===== config.mk =====
export PLATFORM = sky130hd
export DESIGN_NAME = tff_count_monitor
export DESIGN_NICKNAME = d
export VERILOG_FILES = /design/src/rtl/tff_count_monitor.sv
export SDC_FILE = /design/constraint.sdc
export NUM_CORES = 1
export LEC_CHECK = 0
export BUFFER_PORTS_ARGS = -buffer_cell sky130_fd_sc_hd__buf_2
export CORE_MARGIN = 2
export CORE_UTILIZATION = 40
export CTS_CLUSTER_DIAMETER = 60
export CTS_CLUSTER_SIZE = 24
export DETAILED_ROUTE_END_ITERATION = 7
export GPL_ROUTABILITY_DRIVEN = 0
export PLACE_DENSITY = 0.68
export SYNTH_ARGS = -nofsm -noshare
export SYNTH_HDL_FRONTEND = slang
export SYNTH_SLANG_ARGS = --single-unit

===== constraint.sdc =====
create_clock -name CLK -period 4.9 [get_ports CLK]
set_input_delay 0.49 -clock CLK [delete_from_list [all_inputs] [get_ports CLK]]
set_output_delay 0.49 -clock CLK [all_outputs]
set_load 0.01 [all_outputs]

===== src/rtl/tff_count_monitor.sv =====
// rtl/tff_count_monitor.sv - sequence checker, wrap/fault counters and 7-seg digit for a 3-bit T-FF counter
module tff_count_monitor #(
  parameter int DIR         = 0,
  parameter int LOCK_LEN    = 2,
  parameter int WRAP_W      = 8,
  parameter int ERR_W       = 4,
  parameter int SEG_ACT_LOW = 1
) (
  input  logic              CLK,
  input  logic              RST_N,
  input  logic              EN,
  input  logic              Ta,
  input  logic              Tb,
  input  logic              Tc,
  input  logic              CLR_ERR,
  output logic [6:0]        SEG,
  output logic              LOCKED,
  output logic              WRAP,
  output logic [WRAP_W-1:0] WRAP_CNT,
  output logic              ERR,
  output logic [ERR_W-1:0]  ERR_CNT
);

  typedef enum logic [1:0] {S_SYNC, S_ACQ, S_TRACK} state_t;

  localparam logic [2:0] LOCK_N    = 3'(LOCK_LEN);
  localparam logic [6:0] SEG_BLANK = (SEG_ACT_LOW != 0) ? 7'h7F : 7'h00;

  state_t              state_q, state_d;
  logic [2:0]          prev_q, prev_d;
  logic [2:0]          match_q, match_d;
  logic                wrap_q, wrap_d;
  logic [WRAP_W-1:0]   wrap_cnt_q, wrap_cnt_d;
  logic                err_q, err_d;
  logic [ERR_W-1:0]    err_cnt_q, err_cnt_d;
  logic [6:0]          seg_q, seg_d;

  logic [2:0]          cur;
  logic [2:0]          exp_val;
  logic                is_wrap;
  logic                fault;

  // Digit patterns are {g,f,e,d,c,b,a}, active-high; 7 lights only a,b,c.
  function automatic logic [6:0] seg_decode(input logic [2:0] v);
    case (v)
      3'd0:    seg_decode = 7'h3F;
      3'd1:    seg_decode = 7'h06;
      3'd2:    seg_decode = 7'h5B;
      3'd3:    seg_decode = 7'h4F;
      3'd4:    seg_decode = 7'h66;
      3'd5:    seg_decode = 7'h6D;
      3'd6:    seg_decode = 7'h7D;
      default: seg_decode = 7'h07;
    endcase
  endfunction

  assign cur     = {Tc, Tb, Ta};
  assign exp_val = (DIR != 0) ? (prev_q - 3'd1) : (prev_q + 3'd1);
  assign is_wrap = (DIR != 0) ? (prev_q == 3'd0 && cur == 3'd7)
                              : (prev_q == 3'd7 && cur == 3'd0);

  // Next-state: sequence FSM, wrap/fault bookkeeping and display load on each sample
  always_comb begin
    state_d    = state_q;
    prev_d     = prev_q;
    match_d    = match_q;
    wrap_d     = 1'b0;
    wrap_cnt_d = wrap_cnt_q;
    err_d      = err_q;
    err_cnt_d  = err_cnt_q;
    seg_d      = seg_q;
    fault      = 1'b0;

    if (EN) begin
      prev_d = cur;
      seg_d  = (SEG_ACT_LOW != 0) ? ~seg_decode(cur) : seg_decode(cur);
      case (state_q)
        S_SYNC: begin
          match_d = 3'd0;
          state_d = S_ACQ;
        end
        S_ACQ: begin
          if (cur == exp_val) begin
            match_d = match_q + 3'd1;
            if (match_q + 3'd1 == LOCK_N) state_d = S_TRACK;
          end else begin
            match_d = 3'd0;
          end
        end
        S_TRACK: begin
          if (cur == exp_val) begin
            if (is_wrap) begin
              wrap_d = 1'b1;
              if (!(&wrap_cnt_q)) wrap_cnt_d = wrap_cnt_q + WRAP_W'(1);
            end
          end else begin
            fault   = 1'b1;
            match_d = 3'd0;
            state_d = S_ACQ;
          end
        end
        default: state_d = S_SYNC;
      endcase
    end

    // A fault on the same edge as a clear leaves exactly one recorded fault.
    if (fault) begin
      err_d = 1'b1;
      if (CLR_ERR)           err_cnt_d = ERR_W'(1);
      else if (!(&err_cnt_q)) err_cnt_d = err_cnt_q + ERR_W'(1);
    end else if (CLR_ERR) begin
      err_d     = 1'b0;
      err_cnt_d = '0;
    end
  end

  // State and output registers with synchronous active-low reset
  always_ff @(posedge CLK) begin
    if (!RST_N) begin
      state_q    <= S_SYNC;
      prev_q     <= 3'd0;
      match_q    <= 3'd0;
      wrap_q     <= 1'b0;
      wrap_cnt_q <= '0;
      err_q      <= 1'b0;
      err_cnt_q  <= '0;
      seg_q      <= SEG_BLANK;
    end else begin
      state_q    <= state_d;
      prev_q     <= prev_d;
      match_q    <= match_d;
      wrap_q     <= wrap_d;
      wrap_cnt_q <= wrap_cnt_d;
      err_q      <= err_d;
      err_cnt_q  <= err_cnt_d;
      seg_q      <= seg_d;
    end
  end

  assign SEG      = seg_q;
  assign LOCKED   = (state_q == S_TRACK);
  assign WRAP     = wrap_q;
  assign WRAP_CNT = wrap_cnt_q;
  assign ERR      = err_q;
  assign ERR_CNT  = err_cnt_q;

endmodule

==> flow_summary.toml <==
[outcome]
status = "finished, final reports clean"

[worst_setup_path]
reg2reg_to = "WRAP_CNT[1]$_SDFFE_PN0P_"
crit_type = "reg2reg"
ff2ff_path_depth = 6
cpMostUsedCell = "ha_1"
required_ns = 5.11
rrSetupSlack_ns = 2.71
crit_fanout = 19
endpoint_kind = "flop"
crit_slowest_cell = "or4b_1"
cp-start-kind = "flop"
cpPeakStageDelay_ns = 0.59
worstPathArrival_ns = 2.40
crit_buf_inv = 0
path_delay_family = "simple AND/OR/NAND/NOR gates"
path_cells = "ha_1 > ha_1 > xnor2_2 > nand3_2 > or4b_1 > a21oi_1"
regToRegStartpoint = "prev_q[0]$_SDFFE_PN0P_"

[layout]
antenna_cells = 0
layout.cells.non_filler = 253
drive_gt1_share_pct = 21.5
nets = 217
utilization_pct = 49.2
area_growth_pct = 15.7
fillers = 371

[yosys]
synth-compound-area-share_pct = 16.1
async_flop_share_pct = 0
synthSimpleGateAreaFrac_pct = 27.5
synthTopCellsByArea = "dfxtp_1 (36%), mux2i_1 (5.7%), ha_1 (4.7%), nand2_1 (4.0%), nand2b_1 (3.9%)"
synthCells = 181
synth_edf_count = 0
synth_top_area_share_pct = 36.5
yosys_warnings = 0
yosys-top-cells-count = "dfxtp_1 (29), nand2_1 (17), nand2b_1 (10), mux2i_1 (9), nor2_1 (9)"
synth_top_family_by_area = "simple AND/OR/NAND/NOR gates"
synth-seq-cells = 29
yosys.area_share.xor_xnor_pct = 3.69
syn_area_per_cell_um2 = 8.79
ys_seq_area_share_pct = 36.5
synth_top_area_cell = "dfxtp_1"
yosysMostFrequentCell = "dfxtp_1"
synth_cell_types = 52
muxShareOfSynthArea_pct = 5.66
synthAdderAreaFrac_pct = 4.72
syn_nets = 194
ys.flop_type = "dfxtp_1"
syn_area_um2 = 1590

[cts]
clock_sinks = 29
cts_htree_levels = 2
clock_path_buffers = 2
root_buffer = "clkbuf_8"
worstSkewPairLatency_ns = 0.28
clk_pin_slew_ns = 0.06
post_cts_resized = 0
cts_setup_buffers = 0
cts.hold.buffers_added = 0
cts_made_buffers = 5
cts_tree = "done"

[job]
maxCapViolCount = 0

[sta]
finalClockSkew_ns = 0.00652
relSlewSlack_pct = 68.6
worst_pin_slew_ns = 0.470
worst_hold_slack_ns = 0.462
rsz0062_at_grt = "no"
setup_viol = 0
fmax_mhz = 456
hold_viol_final = 0
post-route-period-util_pct = 44.7
final_max_slew_viol_count = 0
setup-tns-final_ns = 0
fin_crit_ns = 2.19

[min_path]
hold_path.class = "in2reg"
hp-start = "CLR_ERR"
min_to = "ERR_CNT[2]$_SDFFE_PN0P_"
whs_path_depth = 2

[global_routing]
grt_max_degree = 27
grt_first_pass_wirelength_um = 5660
grt_pass1_vias = 1256
grt.overflow.total = 0
track_usage_pct = 17.0
antenna_found_initial = 0

[power_and_ir_drop]
ir_worst_vdd_mv = 0.201
powerDensity_nw_per_um2 = 300
p_leak_uw = 0.000727
power.total_uw = 553

[detailed_routing]
post_drt_wl_per_cell_um = 12.5
vias = 1323
postRouteAntennaNets = 0
drtIter0Drc = 80
first_pass_iters = 4
drt_wl_total_um = 3180
remaining_drc_errors = 0
vias_per_cell = 5.23

[floorplan]
ioPinCount = 29
start_util_pct = 42.5
dieArea_um2 = 4500
core_um2 = 3740
rows = 22
die_x_um = 67.1
die_h_um = 67.1

[placement]
dpl.cell_count = 245
post-dp-hpwl_um = 2170
io_buffers = 28
[registers in the layout, indices dropped and copies added, names as in the netlist]
signal	flops
ERR	1
SEG	7
WRAP	1
WRAP_CNT	8
state_q	2
match_q	3
prev_q	3
ERR_CNT	4
[cell type report]
class / instances / area [um2] / share of cell area, %
Timing Repair Buffer: 28 / 140 / 7.61
Clock buffer: 7 / 86.3 / 4.69
Tap cell: 48 / 60.1 / 3.26
Sequential cell: 29 / 581 / 31.5
Multi-Input combinational cell: 133 / 918 / 49.9
Inverter: 7 / 26.3 / 1.43
Clock inverter: 1 / 30.0 / 1.63
[how the worst max path moves through the flow]
stage	endpoint	depth (start not counted)	from	slack [ns]
floorplan	WRAP_CNT[5]$_SDFFE_PN0P_	7	prev_q[0]$_SDFFE_PN0P_	2.98
global route	WRAP_CNT[0]$_SDFFE_PN0P_	6	prev_q[0]$_SDFFE_PN0P_	2.53
global placement	WRAP_CNT[1]$_SDFFE_PN0P_	6	prev_q[0]$_SDFFE_PN0P_	2.75
finish	WRAP_CNT[1]$_SDFFE_PN0P_	6	prev_q[0]$_SDFFE_PN0P_	2.71
CTS	WRAP_CNT[1]$_SDFFE_PN0P_	6	prev_q[0]$_SDFFE_PN0P_	2.70
detailed placement	WRAP_CNT[1]$_SDFFE_PN0P_	6	prev_q[0]$_SDFFE_PN0P_	2.70
[through the flow]
step                instance area [um2]  worst slack [ns]
finish                             1840              2.71
global route                       1840              2.53
CTS                                1840              2.70
detailed placement                 1730              2.70
global placement                   1730              2.75
floorplan                          1590              2.98
[power breakdown]
part	leakage (uW)	internal (uW)	switching, uW
clock	0.0000585	165	86.8
sequential	0.000236	243	4.85
combinational	0.000432	19.8	33.5
total	0.000727	428	125
[cells by family (layout without fill, tap and decap cells)]
group / after synthesis / count (layout)
and+or+nand+nor: 76 / 76
AOI/OAI and AO/OA: 37 / 37
DFF: 29 / 29
buffers and inverters: 19 / 43
muxes: 9 / 9
adders and majority gates: 6 / 6
xor gates and xnor gates: 5 / 5
[cell usage in the layout (no fill, tap or decap), drive strengths merged, types with 2 or more instances in the layout]
master and instances:
nor2b 6, ha 6, or4 2, clkbuf 7
nor2 9, xnor2 4, a21oi 8, nand2b 10
nand4 2, buf 28, inv 7, a31oi 2
nand2 17, nor4 8, nand3 9, mux2i 9
nor3 3, o21ai 9, a21boi 2, and4 2
dfxtp 29, o31a 2, o31ai 2
[routing by layer]
metal	wire [um]	share of wire, %	GRT usage, %	vias up
li1	-	-	-	696
met1	1570	49	21.2	600
met2	1390	44	25.1	21
met3	136	4.3	5.91	6
met4	74	2.3	9.44	0
met5	0	0	0	-
Power figures use the tool's default switching activity.
